**src/rtl/display_timing_pkg.sv**
```systemverilog
// rtl/display_timing_pkg.sv - video mode timing sets and total-length helper
//
// Purpose: shared timing constants for the progressive modes the timing
// generator is normally built for, plus a helper that sums the four segment
// lengths of one axis (active, front porch, sync, back porch).
// Ports: none (package).

package display_timing_pkg;

    typedef struct packed {
        int   h_active;
        int   h_fp;
        int   h_sync;
        int   h_bp;
        int   v_active;
        int   v_fp;
        int   v_sync;
        int   v_bp;
        logic h_pol;
        logic v_pol;
        int   pix_hz;
    } video_mode_t;

    // 640x480 @ 60 Hz, 25.175 MHz pixel clock, negative syncs.
    localparam video_mode_t MODE_640X480 = '{
        h_active: 640, h_fp: 16, h_sync: 96, h_bp: 48,
        v_active: 480, v_fp: 10, v_sync: 2,  v_bp: 33,
        h_pol: 1'b0, v_pol: 1'b0, pix_hz: 25_175_000
    };

    // 800x600 @ 60 Hz, 40 MHz pixel clock, positive syncs.
    localparam video_mode_t MODE_800X600 = '{
        h_active: 800, h_fp: 40, h_sync: 128, h_bp: 88,
        v_active: 600, v_fp: 1,  v_sync: 4,   v_bp: 23,
        h_pol: 1'b1, v_pol: 1'b1, pix_hz: 40_000_000
    };

    // 1280x720 @ 60 Hz, 74.25 MHz pixel clock, positive syncs.
    localparam video_mode_t MODE_1280X720 = '{
        h_active: 1280, h_fp: 110, h_sync: 40, h_bp: 220,
        v_active: 720,  v_fp: 5,   v_sync: 5,  v_bp: 20,
        h_pol: 1'b1, v_pol: 1'b1, pix_hz: 74_250_000
    };

    function automatic int timing_total(input int active, input int fp,
                                        input int sync, input int bp);
        return active + fp + sync + bp;
    endfunction

endpackage

```
**src/rtl/display_timing_axis.sv**
```systemverilog
// rtl/display_timing_axis.sv - one timing axis: wrapping counter plus registered sync flag
//
// Purpose: position counter for one screen axis (horizontal or vertical) with
// wrap detection and a registered sync output describing the pre-update
// position.
// Ports:
//   clk, rst   clock and synchronous active-high reset
//   adv        advance the position counter this cycle
//   upd        capture the sync flag from the current position this cycle
//   pos        current position (registered)
//   wrap       position is the last one of the axis (combinational)
//   in_active  position lies in the active region (combinational)
//   sync       registered sync level, polarity POL

module display_timing_axis
    import display_timing_pkg::*;
#(
    parameter int   CORDW  = 10,
    parameter int   ACTIVE = 640,
    parameter int   FP     = 16,
    parameter int   SYNC   = 96,
    parameter int   BP     = 48,
    parameter logic POL    = 1'b0
) (
    input  logic             clk,
    input  logic             rst,
    input  logic             adv,
    input  logic             upd,
    output logic [CORDW-1:0] pos,
    output logic             wrap,
    output logic             in_active,
    output logic             sync
);

    localparam int TOTAL = timing_total(ACTIVE, FP, SYNC, BP);

    localparam logic [CORDW-1:0] LAST     = CORDW'(TOTAL - 1);
    localparam logic [CORDW-1:0] ACT_END  = CORDW'(ACTIVE);
    localparam logic [CORDW-1:0] SYNC_STA = CORDW'(ACTIVE + FP);
    localparam logic [CORDW-1:0] SYNC_END = CORDW'(ACTIVE + FP + SYNC - 1);

    if (TOTAL > (1 << CORDW)) begin : g_bad_width
        $error("display_timing_axis: total %0d does not fit in %0d bits", TOTAL, CORDW);
    end

    if (ACTIVE < 1 || FP < 1 || SYNC < 1 || BP < 1) begin : g_bad_segment
        $error("display_timing_axis: every timing segment must be at least 1");
    end

    logic in_sync;

    assign wrap      = (pos == LAST);
    assign in_active = (pos < ACT_END);
    assign in_sync   = (pos >= SYNC_STA) && (pos <= SYNC_END);

    always_ff @(posedge clk) begin
        if (rst) begin
            pos  <= '0;
            sync <= ~POL;
        end else begin
            if (adv) begin
                pos <= wrap ? '0 : pos + CORDW'(1);
            end
            // Sync is taken from the position before this update, so it
            // trails the coordinate by one pixel step.
            if (upd) begin
                sync <= in_sync ? POL : ~POL;
            end
        end
    end

endmodule

```
**src/rtl/display_timing_regs.sv**
```systemverilog
// rtl/display_timing_regs.sv - progressive video timing generator with registered syncs and strobes
//
// Purpose: produces screen coordinates sx/sy and registered hsync, vsync and de
// that describe the previous coordinate, plus single-clock line, frame and
// vblank strobes for framebuffer and interrupt logic.
// Ports:
//   clk_pix       pixel-domain clock
//   rst_pix       synchronous active-high reset, overrides pix_en
//   pix_en        pixel advance enable (tie high for a native pixel clock)
//   sx, sy        current screen position
//   hsync, vsync  registered syncs, polarity H_POL / V_POL
//   de            registered data enable
//   line_start    one-clock pulse when a line begins
//   frame_start   one-clock pulse when a frame begins
//   vblank_start  one-clock pulse when vertical blanking begins

module display_timing_regs
    import display_timing_pkg::*;
#(
    parameter int   CORDW    = 10,
    parameter int   H_ACTIVE = MODE_640X480.h_active,
    parameter int   H_FP     = MODE_640X480.h_fp,
    parameter int   H_SYNC   = MODE_640X480.h_sync,
    parameter int   H_BP     = MODE_640X480.h_bp,
    parameter int   V_ACTIVE = MODE_640X480.v_active,
    parameter int   V_FP     = MODE_640X480.v_fp,
    parameter int   V_SYNC   = MODE_640X480.v_sync,
    parameter int   V_BP     = MODE_640X480.v_bp,
    parameter logic H_POL    = MODE_640X480.h_pol,
    parameter logic V_POL    = MODE_640X480.v_pol
) (
    input  logic             clk_pix,
    input  logic             rst_pix,
    input  logic             pix_en,
    output logic [CORDW-1:0] sx,
    output logic [CORDW-1:0] sy,
    output logic             hsync,
    output logic             vsync,
    output logic             de,
    output logic             line_start,
    output logic             frame_start,
    output logic             vblank_start
);

    localparam logic [CORDW-1:0] VBLANK_LINE = CORDW'(V_ACTIVE);

    logic h_wrap;
    logic h_in_active;
    logic v_in_active;
    logic v_wrap_unused;   // end-of-frame marker, not needed at this level
    logic v_adv;

    // The vertical axis steps once per line, on the pixel that wraps sx.
    assign v_adv = pix_en & h_wrap;

    display_timing_axis #(
        .CORDW  (CORDW),
        .ACTIVE (H_ACTIVE),
        .FP     (H_FP),
        .SYNC   (H_SYNC),
        .BP     (H_BP),
        .POL    (H_POL)
    ) u_h_axis (
        .clk       (clk_pix),
        .rst       (rst_pix),
        .adv       (pix_en),
        .upd       (pix_en),
        .pos       (sx),
        .wrap      (h_wrap),
        .in_active (h_in_active),
        .sync      (hsync)
    );

    // Sync is refreshed on every pixel step, so vsync edges line up with
    // the hsync pipeline even though the line count moves once per line.
    display_timing_axis #(
        .CORDW  (CORDW),
        .ACTIVE (V_ACTIVE),
        .FP     (V_FP),
        .SYNC   (V_SYNC),
        .BP     (V_BP),
        .POL    (V_POL)
    ) u_v_axis (
        .clk       (clk_pix),
        .rst       (rst_pix),
        .adv       (v_adv),
        .upd       (pix_en),
        .pos       (sy),
        .wrap      (v_wrap_unused),
        .in_active (v_in_active),
        .sync      (vsync)
    );

    logic at_line_head;

    assign at_line_head = pix_en && (sx == '0);

    always_ff @(posedge clk_pix) begin
        if (rst_pix) begin
            de           <= 1'b0;
            line_start   <= 1'b0;
            frame_start  <= 1'b0;
            vblank_start <= 1'b0;
        end else begin
            if (pix_en) begin
                de <= h_in_active & v_in_active;
            end
            // Strobes are evaluated every clock so they stay one clock wide
            // regardless of how slowly pix_en steps.
            line_start   <= at_line_head;
            frame_start  <= at_line_head && (sy == '0);
            vblank_start <= at_line_head && (sy == VBLANK_LINE);
        end
    end

endmodule

```
**config.mk**
```make
export PLATFORM = sky130hd
export DESIGN_NAME = display_timing_regs
export DESIGN_NICKNAME = d
export VERILOG_FILES = /design/src/rtl/display_timing_pkg.sv /design/src/rtl/display_timing_axis.sv /design/src/rtl/display_timing_regs.sv
export SDC_FILE = /design/constraint.sdc
export NUM_CORES = 1
export LEC_CHECK = 0
export ABC_AREA = 1
export ABC_CLOCK_PERIOD_IN_PS = 2100
export CAP_MARGIN = 10
export CORE_ASPECT_RATIO = 1.2
export CORE_UTILIZATION = 51
export CTS_BUF_LIST = sky130_fd_sc_hd__clkbuf_4 sky130_fd_sc_hd__clkbuf_8
export CTS_CLUSTER_SIZE = 8
export DETAILED_ROUTE_END_ITERATION = 7
export DONT_BUFFER_PORTS = 1
export PLACE_DENSITY = 0.76
export SLEW_MARGIN = 25
export SYNTH_ARGS = -nofsm -noshare
export SYNTH_HDL_FRONTEND = slang
export SYNTH_SLANG_ARGS = --single-unit
```
**constraint.sdc**
```tcl
create_clock -name clk_pix -period 2.1 [get_ports clk_pix]
set_clock_uncertainty 0.1 [all_clocks]
set_input_delay 0.21 -clock clk_pix [delete_from_list [all_inputs] [get_ports clk_pix]]
set_output_delay 0.21 -clock clk_pix [all_outputs]
set_load 0.05 [all_outputs]
```
==> flow_metrics.env, run 1 <==
export IMPL_drt_iter0_drc=44
export IMPL_grt_overflow=0
export IMPL_min_from="pix_en"
export IMPL_grt_usage_pct=24.9
export IMPL_grt_pass1_wl_um=5580
export IMPL_leakage_nw=0.742
export IMPL_cts_setup_buffers=0
export IMPL_ant_nets=0
export IMPL_htree_levels=1
export IMPL_setup_tns_ns=0
export IMPL_ir_drop_uv=541
export IMPL_dr_total_vias=1453
export IMPL_cpMaxStageDelayCell="dfxtp_1"
export IMPL_path_clk_slew_ns=0.14
export IMPL_yosys_area_top_type="dfxtp_1"
export IMPL_slew_headroom_pct=65.9
export IMPL_cp_arrival_ns=1.70
export IMPL_report_final_setup_viol=0
export IMPL_die_width_um=50.5
export IMPL_ys_ff_latch=26
export IMPL_synthDistinctLibCells=27
export IMPL_p_sw_uw=240
export IMPL_synth_cells=214
export IMPL_avgSynthCellArea_sq_um=6.72
export IMPL_finalPower_uw=957
export IMPL_dp_slack_ns=0.559
export IMPL_cp_required_ns=2.25
export IMPL_intPower_uw=717
export IMPL_cap_violations=0
export IMPL_rows=20
export IMPL_p_per_area_nw_per_um2=566
export IMPL_swShare_pct=25.1
export IMPL_routed_wl_um=3430
export IMPL_grt_max_degree=16
export IMPL_grt_pass1_vias=1290
export IMPL_port_buffers=0
export IMPL_synth_edf_count=0
export IMPL_hold_class="input pin to flip-flop"
export IMPL_worst_slew_pin_slew_ns=0.511
export IMPL_drive_gt1_share_pct=15.5
export IMPL_gp_congestion=0.916
export IMPL_nets=247
export IMPL_yosysTopAreaCellShare_pct=36.2
export IMPL_clock_latency_ns=0.35
export IMPL_cts_root_buf="clkbuf_4"
export IMPL_cts_path_max_buffers=2
export IMPL_seqPwrFrac_pct=55.2
export IMPL_hpwl_um=2600
export IMPL_antennaDiodeCount=0
export IMPL_seq_area_frac_synth_pct=36.2
export IMPL_wire_per_inst_um=12.6
export IMPL_final_hold_viol_count=0
export IMPL_rsz0062_at_grt="no"
export IMPL_endpoint_kind="flip-flop"
export IMPL_startpoint_type="flip-flop"
export IMPL_numCtsBuffers=3
export IMPL_critPathLaunch="u_h_axis.pos[0]"
export IMPL_viasPerCell=5.36
export IMPL_pwr_share_clk_pct=37.6
export IMPL_antenna_found_initial=0
export IMPL_drv_slew=0
export IMPL_start_util_pct=55.2
export IMPL_crit_path_max_fanout=8
export IMPL_drc=0
export IMPL_ys_flop_type="dfxtp_1"
export IMPL_drt_pass1_iterations=5
export IMPL_die_area_sq_um=3040
export IMPL_syn_nets=222
export IMPL_synth_warnings=0
export IMPL_io_pins=29
export IMPL_clock_sink_count=26
export IMPL_syn_area_sq_um=1440
export IMPL_placed_cell_area_sq_um=1620
export IMPL_layout_setup_ws_ns=0.551
export IMPL_p_comb_share_pct=7.2
export IMPL_final_cell_area_sq_um=1690
export IMPL_async_flop_share_pct=0
export IMPL_cp_cell_sequence="ha_1, nand2_1, nor2_4, nand3_4, nand2_4, nand2_4, inv_2, nor2_1"
export IMPL_period_share_pct=73.8
export IMPL_fin_crit_ns=1.55
export IMPL_die_y_um=60.2
export IMPL_r2r_start="u_h_axis.pos[0]"
export IMPL_cts_tree="built"
export IMPL_syn2layout_area_growth_pct=17.6
export IMPL_max_freq_mhz=646
export IMPL_max_stage_delay_ns=0.36
export IMPL_critPathKind="flip-flop to flip-flop"
export IMPL_cpMostUsedCell="nand2_4"
export IMPL_outcome="finished clean"
export IMPL_synthTopCellsByArea="dfxtp_1 (36%), nand2_1 (14%), nor2_1 (9.7%), inv_1 (6.0%), nand3_1 (5.2%)"
export IMPL_core_area_sq_um=2600
==> repair_timing <==
| action | CTS | global route |
|---|---|---|
| gates resized for setup | 0 | 0 |
| hold endpoints to repair | 11 | 0 |
| hold buffers | 2 | 0 |
==> critical path, delay by kind of cell (launching register included) <==
| kind | cells | cell delay [ns] |
|---|---|---|
| adders and majority gates | 1 | 0.17 |
| buffers and inverters | 1 | 0.07 |
| and+or+nand+nor | 6 | 0.77 |
| DFF | 1 | 0.36 |
==> power by group through the flow <==
stage / sequential (mW) / clock, mW / combinational (mW)
after detailed placement: 0.539 / 0 / 0.0616
after CTS: 0.529 / 0.362 / 0.0691
after global routing: 0.530 / 0.379 / 0.0762
after floorplan: 0.553 / 0 / 0.0360
after global placement: 0.539 / 0 / 0.0606
final: 0.528 / 0.360 / 0.0691
==> through the flow <==
stage,hold WS (ns),std cells,utilization (%)
after CTS,0.000983,271,65.0
after floorplan,0.328,214,-
after global placement,0.180,265,62.2
after global routing,0.0136,271,65.0
after detailed placement,0.182,265,62.2
final,0.00176,271,65.0
==> per-layer routing <==
layer | GRT usage [%] | vias up | share of wire [%]
met1 | 27.5 | 651 | 38
li1 | - | 734 | -
met5 | 0 | - | 0
met3 | 4.33 | 10 | 6.6
met2 | 43.4 | 58 | 51
met4 | 16.7 | 0 | 3.8
==> cell families (layout without fill, tap and decap cells) <==
kind of cell | Yosys count | count (layout) | synth area share, %
and+or+nand+nor | 130 | 130 | 41.9
AOI/OAI and AO/OA | 21 | 21 | 7.92
xor gates and xnor gates | 3 | 3 | 1.83
buffers and inverters | 29 | 53 | 7.83
DFF | 26 | 26 | 36.2
adders and majority gates | 5 | 5 | 4.35
==> cell usage in the layout (no fill, tap or decap), drive strengths merged, types with 5 or more instances in the layout <==
cell type	instances
inv	27
nand4	5
ha	5
buf	20
a21oi	7
nor2	40
nand2	58
nand3	16
o21ai	10
dfxtp	26
nor3	7
==> cells in the mapped netlist (all sizes together) (2+ instances only) <==
library cell  instances
nand2                58
dfxtp                26
xor2                  3
nand4                 5
a21oi                 7
nor3                  7
nor2                 40
ha                    5
o21bai                2
nor3b                 2
inv                  27
o21ai                10
nand3b                2
nand3                16
==> flip-flops by register name, indices dropped and copies added (netlist names) <==
name / flops
line_start: 1
de: 1
u_h_axis.sync: 1
frame_start: 1
u_v_axis.sync: 1
vblank_start: 1
u_v_axis.pos: 10
u_h_axis.pos: 10
==> path summary, 6_finish.rpt <==
| path | to | slack, ns | cells after the start |
|---|---|---|---|
| hold / removal | u_v_axis.pos[8] | 0.002 | 3 |
| setup / recovery | u_v_axis.pos[9] | 0.55 | 8 |
| hold reg to reg | u_v_axis.pos[8] | 0.46 | 2 |
| setup reg to reg | u_v_axis.pos[9] | 0.55 | 8 |
==> layout make-up <==
| cell class | count | area [sq um] |
|---|---|---|
| fillers | 258 | 912 |
| repair buffers | 22 | 170 |
| inverters | 27 | 101 |
| flip-flops and latches | 26 | 520 |
| clock inverters | 1 | 30.0 |
| well taps | 33 | 41.3 |
| multi-input cells | 159 | 805 |
| clock buffers | 3 | 22.5 |
No activity file was read; power rests on OpenSTA's default activity.
==> run 2: changes to the inputs <==
--- a/config.mk
+++ b/config.mk
@@ -6,7 +6,7 @@
 export NUM_CORES = 1
 export LEC_CHECK = 0
 export ABC_AREA = 1
-export ABC_CLOCK_PERIOD_IN_PS = 2100
+export ABC_CLOCK_PERIOD_IN_PS = 1360
 export CAP_MARGIN = 10
 export CORE_ASPECT_RATIO = 1.2
 export CORE_UTILIZATION = 51
@@ -14,7 +14,7 @@
 export CTS_CLUSTER_SIZE = 8
 export DETAILED_ROUTE_END_ITERATION = 7
 export DONT_BUFFER_PORTS = 1
-export PLACE_DENSITY = 0.76
+export PLACE_DENSITY = 0.79
 export SLEW_MARGIN = 25
 export SYNTH_ARGS = -nofsm -noshare
 export SYNTH_HDL_FRONTEND = slang
==> constraint.sdc (replaced) <==
create_clock -name clk_pix -period 1.36 [get_ports clk_pix]
set_clock_uncertainty 0.1 [all_clocks]
set_input_delay 0.136 -clock clk_pix [delete_from_list [all_inputs] [get_ports clk_pix]]
set_output_delay 0.136 -clock clk_pix [all_outputs]
set_load 0.05 [all_outputs]
==> run 2 against run 1 <==
- the run now ends with negative hold slack, negative setup slack left
- design area is 26% higher
- register-to-register slack got worse by 0.62 ns
- utilization grew 17 points
- critical path type unchanged
- highest routed layer unchanged
==> flow_metrics.env, run 2 (synthesis results as in run 1) <==
export IMPL_outcome="complete, but fails checks"
export IMPL_violations="negative hold slack, negative setup slack"
export IMPL_met1Wirelength_um=1770
export IMPL_endpoint_kind="flip-flop"
export IMPL_rsz0062_at_grt="yes"
export IMPL_leakage_nw=0.920
export IMPL_p_comb_share_pct=12.2
export IMPL_filler_cell_count=177
export IMPL_p_sw_uw=363
export IMPL_mostFrequentLayoutCells="nand2_1 (48), buf_4 (44), nor2_1 (25)"
export IMPL_die_area_sq_um=3040
export IMPL_whs_ns=-0.256
export IMPL_drv_slew=0
export IMPL_antenna_found_initial=0
export IMPL_drt_pass1_iterations=4
export IMPL_cap_violations=0
export IMPL_nets=276
export IMPL_grt_pass1_wl_um=6470
export IMPL_report_final_setup_viol=16
export IMPL_clock_sink_count=26
export IMPL_cts_tree="built"
export IMPL_htree_levels=1
export IMPL_highest_layer="met4"
export IMPL_p_per_area_nw_per_um2=636
export IMPL_clock_latency_ns=0.33
export IMPL_cpMostUsedCell="nand2_1"
export IMPL_start_util_pct=55.2
export IMPL_layout_setup_ws_ns=-0.0668
export IMPL_drc=0
export IMPL_antennaDiodeCount=0
export IMPL_cp_arrival_ns=1.57
export IMPL_grt_usage_pct=28.6
export IMPL_cpMaxStageDelayCell="dfxtp_4"
export IMPL_crit_path_max_fanout=6
export IMPL_final_hold_viol_count=8
export IMPL_dp_slack_ns=-0.0841
export IMPL_gp_congestion=0.946
export IMPL_drive_gt1_share_pct=45.3
export IMPL_utilization_pct=81.9
export IMPL_dr_total_vias=1641
export IMPL_die_width_um=50.5
export IMPL_fin_crit_ns=1.43
export IMPL_seqPwrFrac_pct=58.4
export IMPL_cts_path_max_buffers=2
export IMPL_hold_class="input pin to flip-flop"
export IMPL_max_stage_delay_ns=0.39
export IMPL_port_buffers=0
export IMPL_cp_required_ns=1.50
export IMPL_startpoint_type="flip-flop"
export IMPL_intPower_uw=992
export IMPL_ir_drop_uv=597
export IMPL_wl_met2_um=2280
export IMPL_final_cell_area_sq_um=2130
export IMPL_io_pins=29
export IMPL_worst_slew_pin_slew_ns=0.473
export IMPL_grt_overflow=0
export IMPL_ant_nets=0
export IMPL_wire_per_inst_um=14.7
export IMPL_max_freq_mhz=701
export IMPL_regArea_sq_um=562
export IMPL_critPathKind="flip-flop to flip-flop"
export IMPL_path_clk_slew_ns=0.14
export IMPL_hpwl_um=3040
export IMPL_numCtsBuffers=3
export IMPL_final_common_cell="nand2_1"
export IMPL_cp_cell_sequence="inv_2, ha_4, nand2_1, nor2_1, nand4_1, nand2_1, nand2_4, nand2_1, nor2_1"
export IMPL_period_share_pct=105
export IMPL_placed_cell_area_sq_um=1870
export IMPL_core_area_sq_um=2600
export IMPL_wl_met3_um=177
export IMPL_swShare_pct=26.8
export IMPL_grt_max_degree=15
export IMPL_finalPower_mw=1.36
export IMPL_viasPerCell=5.47
export IMPL_top_regs="u_h_axis.pos x10, u_v_axis.pos x10"
export IMPL_pwr_share_clk_pct=29.5
export IMPL_cts_root_buf="clkbuf_4"
export IMPL_grt_pass1_vias=1514
export IMPL_multi_input_area_sq_um=968
export IMPL_die_y_um=60.2
export IMPL_rows=20
export IMPL_slew_headroom_pct=68.4
export IMPL_routed_wl_um=4410
export IMPL_syn2layout_area_growth_pct=48.3
export IMPL_drt_iter0_drc=52
[run 2: cell types whose count changed in the layout (fill, tap and decap cells not counted), sizes merged]
cell         previous run  this run
buf                    20        47
bufinv                  1         0
dlygate4sd3             2         4
clkbuf                  3         4
[run 2: area by class of cell]
cell class                      instances  area share (%)
Multi-Input combinational cell        159            45.4
Sequential cell                        26            26.3
Timing Repair Buffer                   51            19.4
Inverter                               27            5.22
Tap cell                               33            1.94
Clock buffer                            4            1.70
[run 2: through the flow]
step / cells / TNS, ns
finish: 300 / -0.737
global route: 300 / -1.85
CTS: 296 / -0.287
detailed placement: 289 / -0.729
global placement: 289 / -0.191
floorplan: 214 / -0.876
[run 2: critical path, delay by kind of cell, from the launching register on]
family / cells / cell delay (ns)
AND/OR/NAND/NOR: 7 / 0.65
flip-flops: 1 / 0.39
buffers and inverters: 1 / 0.07
adder cells (fa/ha/maj): 1 / 0.13
[run 2: power by group through the flow]
stage               clock network, mW  logic, mW  registers (mW)
finish                          0.400      0.165           0.791
global route                    0.424      0.176           0.793
CTS                             0.399      0.150           0.791
detailed placement                  0      0.139           0.808
global placement                    0      0.136           0.807
floorplan                           0     0.0569           0.847
[run 2: routing by layer]
metal	GRT usage, %	up-vias
li1	-	795
met3	4.07	22
met2	53.7	60
met5	0	-
met1	30.5	764
met4	15.5	0
[run 2: path summary, 6_finish.rpt]
path | start | end | slack, ns | depth (start not counted)
worst max-delay path | u_v_axis.pos[0] | u_v_axis.pos[1] | -0.07 | 9
worst min-delay path | rst_pix | u_v_axis.pos[8] | -0.26 | 1
worst max register to register | u_v_axis.pos[0] | u_v_axis.pos[1] | -0.07 | 9
worst min register to register | u_v_axis.pos[8] | u_v_axis.pos[8] | 0.41 | 2
[run 2: repair_timing]
| action | 4_1_cts | 5_1_grt |
|---|---|---|
| setup buffers | 0 | 3 |
| cloned | 0 | 0 |
| hold endpoints to repair | 11 | 9 |
| endpoints found under the setup margin | 17 | 21 |
| resized for setup | 13 | 37 |
| hold buffers | 3 | 1 |
| pin swaps | 11 | 9 |
